==> config.mk <==
export PLATFORM = sky130hd
export DESIGN_NAME = cdc_pulse_arb
export DESIGN_NICKNAME = d
export VERILOG_FILES = /design/src/rtl/sync2_pgen.sv /design/src/rtl/cdc_pulse_arb.sv
export SDC_FILE = /design/constraint.sdc
export NUM_CORES = 1
export LEC_CHECK = 0
export ABC_AREA = 1
export BUFFER_PORTS_ARGS = -buffer_cell sky130_fd_sc_hd__buf_2
export CORE_AREA = 10 10 64 66
export CTS_CLUSTER_DIAMETER = 150
export CTS_CLUSTER_SIZE = 20
export DETAILED_ROUTE_END_ITERATION = 16
export DIE_AREA = 0 0 74 76
export GPL_ROUTABILITY_DRIVEN = 0
export PLACE_DENSITY = 0.55
export SETUP_SLACK_MARGIN = 0.5
export SLEW_MARGIN = 20
export SYNTH_ARGS = -nofsm -noshare
export SYNTH_HDL_FRONTEND = slang
export SYNTH_SLANG_ARGS = --single-unit
export TNS_END_PERCENT = 5
==> constraint.sdc <==
create_clock -name c -period 6.1 [get_ports c]
set_input_delay 0.915 -clock c [delete_from_list [all_inputs] [get_ports c]]
set_output_delay 0.915 -clock c [all_outputs]
set_load 0.02 [all_outputs]
==> src/rtl/sync2_pgen.sv <==
// Toggle synchroniser: two metastability flops plus a delayed copy.
// p is a one-cycle pulse for every toggle on d; flops are unreset.
module sync2_pgen (
  input  logic c,
  input  logic d,
  output logic q,
  output logic p
);

  logic r_s1;
  logic r_s2;
  logic r_s3;

  // sync chain and edge-detect history
  always_ff @(posedge c) begin
    r_s1 <= d;
    r_s2 <= r_s1;
    r_s3 <= r_s2;
  end

  assign q = r_s2;
  assign p = r_s2 ^ r_s3;

endmodule

==> src/rtl/cdc_pulse_arb.sv <==
// Round-robin scheduler sharing one toggle CDC channel among N
// requesters; regrants only after the returned ack toggle.
module cdc_pulse_arb #(
  parameter  int N   = 4,
  localparam int IDW = $clog2(N)
) (
  input  logic           c,
  input  logic           rst,
  input  logic [N-1:0]   req,
  output logic [N-1:0]   pend,
  output logic [N-1:0]   ovf,
  output logic           busy,
  output logic [IDW-1:0] id,
  output logic           t,
  input  logic           ack_t,
  output logic [N-1:0]   done
);

  typedef enum logic [1:0] {
    S_IDLE,
    S_SETUP,
    S_SEND,
    S_WAIT
  } state_t;

  state_t         r_state;
  state_t         w_nstate;
  logic [N-1:0]   r_pend;
  logic [N-1:0]   r_ovf;
  logic [N-1:0]   r_done;
  logic [N-1:0]   w_pend_nxt;
  logic [N-1:0]   w_ovf_nxt;
  logic [N-1:0]   w_done_nxt;
  logic [N-1:0]   w_clr;
  logic [IDW-1:0] r_id;
  logic [IDW-1:0] r_ptr;
  logic [IDW-1:0] w_win;
  logic [IDW-1:0] w_id_nxt;
  logic [IDW-1:0] w_ptr_nxt;
  logic           r_t;
  logic           w_t_nxt;
  logic           w_ack;
  logic           w_ack_q_unused;

  // rotate so ptr is bit 0, take lowest set bit, rotate back
  function automatic logic [IDW-1:0] f_pick(
    input logic [N-1:0]   p,
    input logic [IDW-1:0] ptr
  );
    logic [2*N-1:0] dbl;
    logic [N-1:0]   rot;
    int             j;
    int             s;
    dbl = {p, p} >> ptr;
    rot = dbl[N-1:0];
    j   = 0;
    for (int i = N - 1; i >= 0; i--) begin
      if (rot[i]) j = i;
    end
    s = int'(ptr) + j;
    if (s >= N) s = s - N;
    return IDW'(s);
  endfunction

  // increment modulo N (N need not be a power of two)
  function automatic logic [IDW-1:0] f_inc(
    input logic [IDW-1:0] v
  );
    int s;
    s = int'(v) + 1;
    if (s >= N) s = 0;
    return IDW'(s);
  endfunction

  sync2_pgen u_ack (
    .c (c),
    .d (ack_t),
    .q (w_ack_q_unused),
    .p (w_ack)
  );

  // state register
  always_ff @(posedge c or posedge rst) begin
    if (rst) r_state <= S_IDLE;
    else     r_state <= w_nstate;
  end

  // next state, grant, toggle and completion decode
  always_comb begin
    w_nstate   = r_state;
    w_t_nxt    = r_t;
    w_id_nxt   = r_id;
    w_ptr_nxt  = r_ptr;
    w_done_nxt = '0;
    w_clr      = '0;
    w_win      = f_pick(r_pend, r_ptr);
    unique case (r_state)
      S_IDLE: begin
        if (|r_pend) begin
          w_id_nxt     = w_win;
          w_ptr_nxt    = f_inc(w_win);
          w_clr[w_win] = 1'b1;
          w_nstate     = S_SETUP;
        end
      end
      S_SETUP: begin
        w_t_nxt  = ~r_t;
        w_nstate = S_SEND;
      end
      S_SEND: begin
        w_nstate = S_WAIT;
      end
      S_WAIT: begin
        if (w_ack) begin
          w_done_nxt[r_id] = 1'b1;
          w_nstate         = S_IDLE;
        end
      end
      default: begin
        w_nstate = S_IDLE;
      end
    endcase
    w_pend_nxt = req | (r_pend & ~w_clr);
    w_ovf_nxt  = req & r_pend & ~w_clr;
  end

  // registered datapath and outputs
  always_ff @(posedge c or posedge rst) begin
    if (rst) begin
      r_pend <= '0;
      r_ovf  <= '0;
      r_done <= '0;
      r_id   <= '0;
      r_ptr  <= '0;
      r_t    <= 1'b0;
    end else begin
      r_pend <= w_pend_nxt;
      r_ovf  <= w_ovf_nxt;
      r_done <= w_done_nxt;
      r_id   <= w_id_nxt;
      r_ptr  <= w_ptr_nxt;
      r_t    <= w_t_nxt;
    end
  end

  assign pend = r_pend;
  assign ovf  = r_ovf;
  assign done = r_done;
  assign id   = r_id;
  assign t    = r_t;
  assign busy = (r_state != S_IDLE);

endmodule

**Word-level counts from Yosys, hierarchy flattened**

Cells that the tools add are included.

- Bits in registers: 22
- Bits of input ports: 7
- Output and inout bits: 16

- $add $sub $neg: 3
- Magnitude comparators: 6
- Equality and inequality tests: 5
- Shift operators: 1
- Multiplexer cells: 17
- Bitwise gates (word level): 7
- Reductions and logical operators: 7

Operators with widths:

| cell | number |
|---|---|
| two-way mux 32 bit | 3 |
| adder 3 x 32 -> 32 bit | 1 |
| greater-or-equal comparator 32 x 4 -> 1 bit (second input constant) | 1 |
| two-way mux 4 bit | 4 |
| bitwise AND 4 bit | 3 |
| two-way mux 2 bit | 5 |
| one-hot mux 2 bit (4 select lines) | 1 |
| right shift 8 x 2 -> 4 bit | 1 |
| less-than comparator 2 x 3 -> 1 bit (second input constant) | 2 |
| demux 1 bit (select 2 bit) | 2 |
| equality test 2 bit (second input constant) | 2 |
| greater-or-equal comparator 2 x 1 -> 1 bit (second input constant) | 2 |
| inverter 4 bit | 1 |
| OR 4 bit | 1 |
| AND reduction 2 bit | 2 |
| OR reduction 4 bit | 1 |
| adder 2 x 1 -> 3 bit (second input constant) | 1 |
| greater-or-equal comparator 3 bit (second input constant) | 1 |
| equality test 2 x 1 -> 1 bit (second input constant) | 1 |
| logical AND 1 bit | 2 |
| logical NOT 2 bit | 1 |
| two-way mux 1 bit | 2 |
| != test 2 x 1 -> 1 bit (second input constant) | 1 |
| != test 2 bit (second input constant) | 1 |
| 4 further kinds | 4 |

**Longest topological paths before layout**

Gate-level depths: netlist of run 1.

- Word-level depth: 17
- Gate-level depth with buffers: 17

**By module**

A second synthesis of run 1 with hierarchy kept.

- Cells, all modules: 123
- Area total of the unflattened synthesis: 1,047.3 um^2

By module, submodules not included:

| module | times used | cells an instance | area each (um^2) | seq. area each (um^2) |
|---|---|---|---|---|
| cdc_pulse_arb | 1 | 115 | 968.4 | 475.5 |
| sync2_pgen | 1 | 8 | 78.8 | 60.1 |

**Worst setup path after synthesis of run 1**

OpenSTA, ideal clock, no wires.

- Path kind: reg2reg
- From: reg r_pend[1], in the netlist pend[1]
- To: reg r_pend[3], in the netlist pend[3]
- Setup time: 127 ps
- Arrival: 2,036 ps
- Required time: 5,973 ps
- Path slack: 3,936 ps
- Cell stages (with the launch flop): 15
- Buffers on the path: 0
- Cell sequence: dfrtp_1 -> nand2_1 -> nand3_1 -> nand2_1 -> nand3_1 -> a21boi_0 -> ha_1 -> xor2_1 -> nand2_2 -> nand2_4 -> ha_1 -> nand2_1 -> nand2_1 -> inv_1 -> or2_2

- Cells in the longest elaborated chain, start to end: 17

RTL lines:

| element | line | text |
|---|---|---|
| start: declaration | cdc_pulse_arb.sv:28 | `logic [N-1:0] r_pend;` |
| start signal: assignment | cdc_pulse_arb.sv:137 | `r_pend <= w_pend_nxt;` |
| right shift 8 x 2 -> 4 bit | cdc_pulse_arb.sv:54 | `dbl = {p, p} >> ptr;` |
| two-way mux 2 bit | cdc_pulse_arb.sv:58 | `if (rot[i]) j = i;` |
| two-way mux 32 bit (3 in a row) | cdc_pulse_arb.sv:58 |  |
| adder 3 x 32 -> 32 bit | cdc_pulse_arb.sv:60 | `s = int'(ptr) + j;` |
| greater-or-equal comparator 32 x 4 -> 1 bit / subtractor 2 x 1 -> 2 bit (equally long branches) | cdc_pulse_arb.sv:61 | `if (s >= N) s = s - N;` |
| two-way mux 2 bit | cdc_pulse_arb.sv:61 |  |
| less-than comparator 2 x 3 -> 1 bit (implied by the code) / greater-or-equal comparator 2 x 1 -> 1 bit (equally long branches) | cdc_pulse_arb.sv:102 | `w_clr[w_win] = 1'b1;` |
| logical AND 1 bit (implied by the code) | cdc_pulse_arb.sv:102 |  |
| two-way mux 1 bit (implied by the code) | cdc_pulse_arb.sv:102 |  |
| demux 1 bit (select 2 bit) | cdc_pulse_arb.sv:102 |  |
| two-way mux 4 bit * | cdc_pulse_arb.sv:99 | `if (\|r_pend) begin` |
| two-way mux 4 bit * | cdc_pulse_arb.sv:97 | `unique case (r_state)` |
| inverter 4 bit * | cdc_pulse_arb.sv:123 | `w_pend_nxt = req \| (r_pend & ~w_clr);` |
| bitwise AND 4 bit * | cdc_pulse_arb.sv:123 |  |
| OR 4 bit * | cdc_pulse_arb.sv:123 |  |
| net w_pend_nxt[3] | cdc_pulse_arb.sv:31 | `logic [N-1:0] w_pend_nxt;` |

The timed path passes the listed nets; every way through them passes the cells marked *.
A chain may end at the register's enable or synchronous reset.

**Final worst setup path of run 1**

- From: reg r_ptr[0]
- To: reg r_pend[3], in the netlist pend[3]

- Cells in the longest elaborated chain, start to end: 17

RTL lines:

| element | line | text |
|---|---|---|
| start: declaration | cdc_pulse_arb.sv:36 | `logic [IDW-1:0] r_ptr;` |
| start signal: assignment | cdc_pulse_arb.sv:141 | `r_ptr <= w_ptr_nxt;` |
| right shift 8 x 2 -> 4 bit | cdc_pulse_arb.sv:54 |  |
| two-way mux 2 bit | cdc_pulse_arb.sv:58 |  |
| two-way mux 32 bit (3 in a row) | cdc_pulse_arb.sv:58 |  |
| adder 3 x 32 -> 32 bit * | cdc_pulse_arb.sv:60 |  |
| greater-or-equal comparator 32 x 4 -> 1 bit / subtractor 2 x 1 -> 2 bit (equally long branches) | cdc_pulse_arb.sv:61 |  |
| two-way mux 2 bit * | cdc_pulse_arb.sv:61 |  |
| less-than comparator 2 x 3 -> 1 bit (implied by the code) / greater-or-equal comparator 2 x 1 -> 1 bit (equally long branches) | cdc_pulse_arb.sv:102 |  |
| logical AND 1 bit (implied by the code) | cdc_pulse_arb.sv:102 |  |
| two-way mux 1 bit (implied by the code) | cdc_pulse_arb.sv:102 |  |
| demux 1 bit (select 2 bit) * | cdc_pulse_arb.sv:102 |  |
| two-way mux 4 bit * | cdc_pulse_arb.sv:99 |  |
| two-way mux 4 bit * | cdc_pulse_arb.sv:97 |  |
| inverter 4 bit * | cdc_pulse_arb.sv:123 |  |
| bitwise AND 4 bit * | cdc_pulse_arb.sv:123 |  |
| OR 4 bit * | cdc_pulse_arb.sv:123 |  |
| net w_pend_nxt[3] | cdc_pulse_arb.sv:31 |  |

Marks and branches as above.

==> run_results.csv, run 1 <==
group,metric,value,unit
outcome,status,"finished clean",
yosys,synth_edf_count,0,
yosys,synth_area,1033,um2
cells_and_area,instances_no_fill,178,
clock_tree,post_cts_buffers,0,
global_route,grt_overflow,0,
yosys,yosys-top-cells-area,"dfrtp_1 (46%), nand2_1 (11%), ha_1 (7.3%)",
cells_and_area,drive_above_1_share,24.14,%
yosys,synth_largest_area_cell,"dfrtp_1",
timing,finalSetupViolations,0,
floorplanning,start_util,35.30,%
yosys,seq_area_frac_synth,51.82,%
drt,drc_errors,0,
worst_setup_path,cp_max_fo,6,
clock_tree,root_buffer,"clkbuf_4",
timing,maxSlewViolCount,0,
cells_and_area,area.growth.synth_to_final,19.73,%
placed_design,pre_cts_ws,3.823,ns
worst_setup_path,path_class,"flip-flop to flip-flop",
cells_and_area,diodes,0,
yosys,ys_types,19,
job,drv_cap,0,
worst_setup_path,max_stage_delay,0.45,ns
yosys,synth_ff_type,"dfrtp_1",
power_and_ir_drop,p_leak,0.6808,nW
yosys,syn_area_per_cell,8.685,um2
clock_tree,cts_made_buffers,3,
drt,first_iter_violations,29,
yosys,async_flop_share,86.36,%
drt,firstDrtPassIters,6,
drt,vias,815,
drt,via_per_inst,4.579,
drt,wl,2.087,mm
clock_tree,cts_hold_buffers,0,
worst_setup_path,worstSetupStartpointType,"flip-flop",
worst_setup_path,critical_path.top_delay_family,"simple AND/OR/NAND/NOR gates",
yosys,synthTopCellsByCount,"nand2_1 (30), dfrtp_1 (19), inv_1 (17)",
floorplanning,die_w,74,um
hold_path,hold_class,"flip-flop to flip-flop",
floorplanning,die_y,76,um
floorplanning,die_area,5624,um2
worst_setup_path,path_buf_inv,2,
yosys,netlist.area_leader.share,46.00,%
clock_tree,path_clk_slew,0.12,ns
yosys,synth_cells,119,
placed_design,placedCellCount,174,
yosys,syn_nets,132,
clock_tree,clkSinkCount,22,
clock_tree,cts.repair.resized,0,
floorplanning,ioPinCount,23,
worst_setup_path,worstPathArrival,2.50,ns
worst_setup_path,critPathSlowestCell,"dfrtp_1",
timing,max_slew_margin,51.85,%
drt,wire_per_inst,11.72,um
global_route,grt_first_pass_wirelength,3.588,mm
worst_setup_path,cp_cell_sequence,"inv_2 > nand2_1 > nand3_1 > nand2_1 > nand3_1 > a21boi_0 > ha_1 > xor2_1 > nand2_2 > nand2_4 > ha_1 > nand2_1 > nand2_1 > inv_1 > or2_2",
yosys,yosys_warnings,0,
power_and_ir_drop,cellPowerDensity,590.5,nW/um2
cells_and_area,final_nets,159,
power_and_ir_drop,vdd_ir_drop_max,0.2548,mV
drt,drtAntennaViolNets,0,
placed_design,dp_hpwl,1.674,mm
global_route,grt_max_degree,20,
floorplanning,fp.coreArea,2928,um2
timing,setup_tns,0,ns
clock_tree,cts_buffer_depth,2,
timing,skew,0.001076,ns
clock_tree,clock_latency,0.30,ns
cells_and_area,n_fill_cell,291,
clock_tree,cts_tree,"yes",
yosys,synth.most_common_cell,"nand2_1",
timing,rsz0062_at_grt,"no",
timing,finalWorstSetupSlack,3.801,ns
timing,finalHoldViolCount,0,
timing,whs,0.3480,ns
yosys,ys_ff_latch,22,
global_route,grt_pass1_vias,814,
placed_design,numPortBuffers,22,
worst_setup_path,critical_path.most_common_cell,"nand2_1",
timing,fin_crit_sh,37.69,%
worst_setup_path,critPathCaptureType,"flip-flop",
global_route,antenna_found_initial,0,
floorplanning,num_rows,20,
global_route,grt_use_total,7.698,%
worst_setup_path,critPathRequiredTime,6.30,ns
worst_setup_path,reg2reg_slack,3.80,ns
timing,fmax,434.9,MHz
timing,worst_pin_slew,0.7214,ns
timing,period_minus_slack,2.299,ns
clock_tree,htreeDepth,1,
cells_and_area,utilization,42.27,%
-- cells by family (layout without fill, tap and decap cells) --
kind of cell | Yosys count | after routing | synth area share (%)
buffers and inverters | 20 | 46 | 7.264
adder cells (fa/ha/maj) | 6 | 6 | 7.264
XOR/XNOR | 3 | 3 | 2.543
AND/OR/NAND/NOR | 59 | 59 | 26.27
AO/OA/AOI/OAI | 9 | 9 | 4.843
flip-flops | 22 | 22 | 51.82
-- placed cells by master (no fill, tap or decap), types with 4 or more instances in the layout --
cell type / count
nand2_1: 30
buf_2: 22
dfrtp_1: 19
inv_1: 17
nand3_1: 13
nor2_1: 6
ha_1: 6
nor4_1: 4
o21ai_0: 4
-- final cells by class --
| class | count | area, um2 | share of cell area (%) |
|---|---|---|---|
| clock inverters | 1 | 30.03 | 2.427 |
| inverters | 20 | 75.07 | 6.067 |
| clock buffers | 3 | 22.52 | 1.820 |
| flip-flops and latches | 22 | 535.5 | 43.28 |
| multi-input cells | 77 | 422.9 | 34.18 |
| repair buffers | 22 | 110.1 | 8.898 |
| well taps | 33 | 41.29 | 3.337 |
-- state kept, by name, summed over array words and instances, names as in the netlist --
signal      cells
done            4
id              2
ovf             4
pend            4
r_ptr           2
r_state         2
t               1
u_ack.q         1
u_ack.r_s1      1
u_ack.r_s3      1
-- power breakdown --
group / switching [W] / total [W] / internal (W)
clock: 0.0000448 / 0.000111 / 0.0000663
sequential: 0.0000480 / 0.000245 / 0.000197
combinational: 0.000245 / 0.000375 / 0.000129
total: 0.000338 / 0.000731 / 0.000393
-- layer usage --
| metal | vias up | track usage, % | wire length, um |
|---|---|---|---|
| met5 | - | 0 | 0 |
| met4 | 0 | 3.545 | 27 |
| met3 | 2 | 2.214 | 158 |
| met2 | 19 | 12.20 | 996 |
| met1 | 369 | 9.167 | 905 |
| li1 | 425 | - | - |
-- worst reg2reg max path: cells and delay by family (launching register included) --
| family | cells | cell delay (ns) |
|---|---|---|
| AOI/OAI and AO/OA | 1 | 0.16 |
| and+or+nand+nor | 9 | 0.91 |
| DFF | 1 | 0.45 |
| buffers and inverters | 2 | 0.13 |
| xor gates and xnor gates | 1 | 0.23 |
| adders and majority gates | 2 | 0.32 |
-- per-stage QoR --
step	cell area, um2	total power, W
3_5_place_dp	1185	0.0006273
3_3_place_gp	1185	0.0006161
4_1_cts	1237	0.0007400
6_report	1237	0.0007307
5_1_grt	1237	0.0008073
2_1_floorplan	1033	0.0005238
-- final timing paths --
check	from	endpoint	cells past startpoint
worst max-delay path	r_ptr[0]	pend[3]	15
worst min-delay path	u_ack.r_s1	u_ack.q	0
worst max register to register	r_ptr[0]	pend[3]	15
worst min register to register	u_ack.r_s1	u_ack.q	0
max in group asynchronous	rst	done[1]	2
min in group asynchronous	rst	ovf[0]	2
(Power assumes the default switching activity.)
==> run 2: changes to the inputs <==
ABC_AREA = 0   (was 1)
CORE_AREA = 10 10 65 67   (was 10 10 64 66)
DIE_AREA = 0 0 75 77   (was 0 0 74 76)
clock period = 2.35 ns   (was 6.1 ns; I/O delays follow)
==> run 2 against run 1 <==
Effect of this change: worst hold slack lost 0.23 ns; utilization grew 5.7 points; critical path depth shrank 6; wire length grew 23%; clock-buffer cell count is the same; synthesized cell count shrank 10%; clock power grew to 2.7 times the previous value; maximum frequency grew 11%; flip-flop and latch count is the same; total power grew to 3.1 times the previous value; setup slack lost 3.5 ns; critical endpoint is now pend[2].
==> run_results.csv, run 2 <==
group,metric,value,unit
power_and_ir_drop,pwr-share-clk,13.3,%
clock_tree,htreeDepth,1,
timing,max_slew_margin,50.57,%
yosys,synth_largest_area_cell,"dfrtp_1",
global_route,antenna_found_initial,0,
global_route,grt_overflow,0,
drt,first_iter_violations,39,
clock_tree,clock_latency,0.33,ns
timing,rsz0062_at_grt,"yes",
global_route,grt_max_degree,20,
hold_path,hold_class,"input port to async pin",
yosys,yosys-top-cells-area,"dfrtp_1 (44%), ha_1 (7.0%), dfxtp_1 (5.6%)",
drt,firstDrtPassIters,4,
worst_setup_path,r2r_end,"pend[2]",
yosys,synthAdderAreaFrac,7.018,%
global_route,grt_pass1_vias,862,
yosys,seq_area_frac_synth,50.06,%
yosys,netlist.area_leader.share,44.44,%
placed_design,numPortBuffers,22,
placed_design,pre_cts_ws,0.1679,ns
job,drv_cap,0,
power_and_ir_drop,p_comb_share,58.9,%
yosys,synth_top_family_by_area,"simple AND/OR/NAND/NOR gates",
global_route,grt_first_pass_wirelength,3.953,mm
yosys,yosys_warnings,0,
yosys,synth_area,1070,um2
cells_and_area,drive_above_1_share,40.43,%
yosys,synthTopCellsByCount,"dfrtp_1 (19), nand2_1 (14), nor2_1 (13)",
timing,maxSlewViolCount,0,
worst_setup_path,cp_max_fo,6,
drt,wl,2.560,mm
clock_tree,root_buffer,"clkbuf_4",
yosys,async_flop_share,86.36,%
timing,finalSetupViolations,0,
floorplanning,start_util,35.92,%
yosys,ys_ff_latch,22,
yosys,ys_types,33,
floorplanning,die_area,5775,um2
cells_and_area,diodes,0,
clock_tree,path_clk_slew,0.14,ns
yosys,synthSimpleGateAreaFrac,16.96,%
power_and_ir_drop,swShare,42.96,%
floorplanning,die_y,77,um
worst_setup_path,worstSetupStartpointType,"flip-flop",
yosys,synth.most_common_cell,"dfrtp_1",
power_and_ir_drop,switchingPower,0.0009766,W
floorplanning,num_rows,20,
floorplanning,die_w,75,um
yosys,synth_edf_count,0,
yosys,synth_compound_area_share,14.50,%
worst_setup_path,worstPathArrival,2.30,ns
worst_setup_path,path_class,"flip-flop to flip-flop",
worst_setup_path,reg2reg_slack,0.27,ns
worst_setup_path,critPathCaptureType,"flip-flop",
drt,topRoutingLayerUsed,"met4",
drt,drc_errors,0,
worst_setup_path,critPathRequiredTime,2.57,ns
cells_and_area,final_nets,155,
worst_setup_path,reg2reg_depth,9,
yosys,synth_xor_area_share,4.094,%
drt,via_per_inst,5.121,
clock_tree,cts_made_buffers,3,
clock_tree,clkSinkCount,22,
clock_tree,cts_tree,"yes",
power_and_ir_drop,cellPowerDensity,1591,nW/um2
global_route,grt_use_total,8.888,%
floorplanning,fp.coreArea,2978,um2
timing,finalWorstSetupSlack,0.2724,ns
drt,wire_per_inst,14.71,um
placed_design,dp_hpwl,1.668,mm
clock_tree,cts_buffer_depth,2,
cells_and_area,area.growth.synth_to_final,33.57,%
timing,period_minus_slack,2.078,ns
yosys,synthMuxAreaShare,1.871,%
drt,dr_wl_met2,1.289,mm
cells_and_area,final_cell_mix,"buf_2 (22), dfrtp_1 (14), nand2_1 (13)",
cells_and_area,n_fill_cell,284,
yosys,synth_ff_type,"dfrtp_1",
yosys,syn_area_per_cell,9.998,um2
outcome,status,"finished clean",
timing,fin_crit_sh,88.41,%
drt,dr_wl_met3,149,um
yosys,synth_cells,107,
timing,finalHoldViolCount,0,
worst_setup_path,timing.rr.start,"pend[1]",
power_and_ir_drop,p_int,0.001297,W
timing,fmax,481.3,MHz
floorplanning,ioPinCount,23,
drt,drtAntennaViolNets,0,
power_and_ir_drop,power.sequential.fraction,27.8,%
timing,setup_tns,0,ns
yosys,syn_nets,120,
drt,met1_length,1.030,mm
power_and_ir_drop,p_leak,0.6849,nW
power_and_ir_drop,vdd_ir_drop_max,0.7495,mV
timing,worst_pin_slew,0.7407,ns
drt,vias,891,
cells_and_area,final_common_cell,"buf_2",
timing,skew,0.009904,ns
## run 2: cell types whose count changed after synthesis, sizes merged, moves of 3 or more
cell	previous run	this run
nand2	34	14
nand3	14	2
inv	20	9
nor2	6	13
buf	0	4
nor4	4	0
nor3	0	3
## run 2: area by class of cell
cell class	instances	area, um2	area share [%]
sequential	22	541.8	37.92
tap	33	41.29	2.890
clock buffer	3	22.52	1.576
inverter	9	33.78	2.364
clock inverter	1	30.03	2.102
multi-input combinational	72	559.3	39.14
timing repair buffer	34	200.2	14.01
## run 2: worst max path at each step
stage	start	to	slack (ns)	cells after the start
2_1_floorplan	pend[1]	r_ptr[1]	0.25	12
3_3_place_gp	pend[0]	ovf[3]	0.20	12
3_5_place_dp	pend[0]	ovf[3]	0.17	12
4_1_cts	pend[1]	ovf[3]	0.27	11
5_1_grt	pend[1]	r_ptr[1]	0.19	11
6_report	pend[1]	pend[2]	0.27	9
## run 2: power by group through the flow
stage / combinational [W] / sequential (W) / clock, W
floorplan: 0.000672 / 0.000730 / 0
global placement: 0.000903 / 0.000684 / 0
detailed placement: 0.000912 / 0.000692 / 0
CTS: 0.00113 / 0.000632 / 0.000303
global route: 0.00147 / 0.000654 / 0.000321
finish: 0.00134 / 0.000631 / 0.000302
## run 2: kinds of logic after synthesis
logic type      after synthesis
simple gates                 40
flops                        22
compound gates               19
buf+inv                      13
fa+ha+maj                     6
xor+xnor                      5
mux                           2
## run 2: what timing repair did
item | CTS | global route
resized for setup | 5 | 10
buffers inserted | 7 | 5
pin swaps | 7 | 6
hold buffers | 0 | 0
setup endpoints to repair | 10 | 11
## run 2: worst max-delay path, cell delays in order (launching register included)
cell       delay [ns]
dfrtp_2          0.46
or2b_1           0.25
o21ai_1          0.10
a2bb2oi_2        0.08
a21oi_2          0.18
ha_4             0.21
xnor2_4          0.15
nand2_1          0.09
or2_1            0.23
a31o_1           0.21
## run 2: stage by stage
stage | hold slack [ns] | instances | total power (W) | utilization (%) | area [um2]
2_1_floorplan | 0.3034 | 107 | 0.001402 | - | 1100
3_3_place_gp | 0.3103 | 158 | 0.001587 | 40.71 | 1212
3_5_place_dp | 0.3121 | 158 | 0.001605 | 40.71 | 1212
4_1_cts | 0.1231 | 169 | 0.002068 | 44.96 | 1339
5_1_grt | 0.1131 | 174 | 0.002448 | 47.98 | 1429
6_report | 0.1224 | 174 | 0.002273 | 47.98 | 1429
## run 2: per-layer routing
layer | vias up | track usage [%]
met2 | 31 | 15.11
met3 | 10 | 3.218
met4 | 0 | 4.356
met1 | 423 | 9.215
li1 | 427 | -
met5 | - | 0
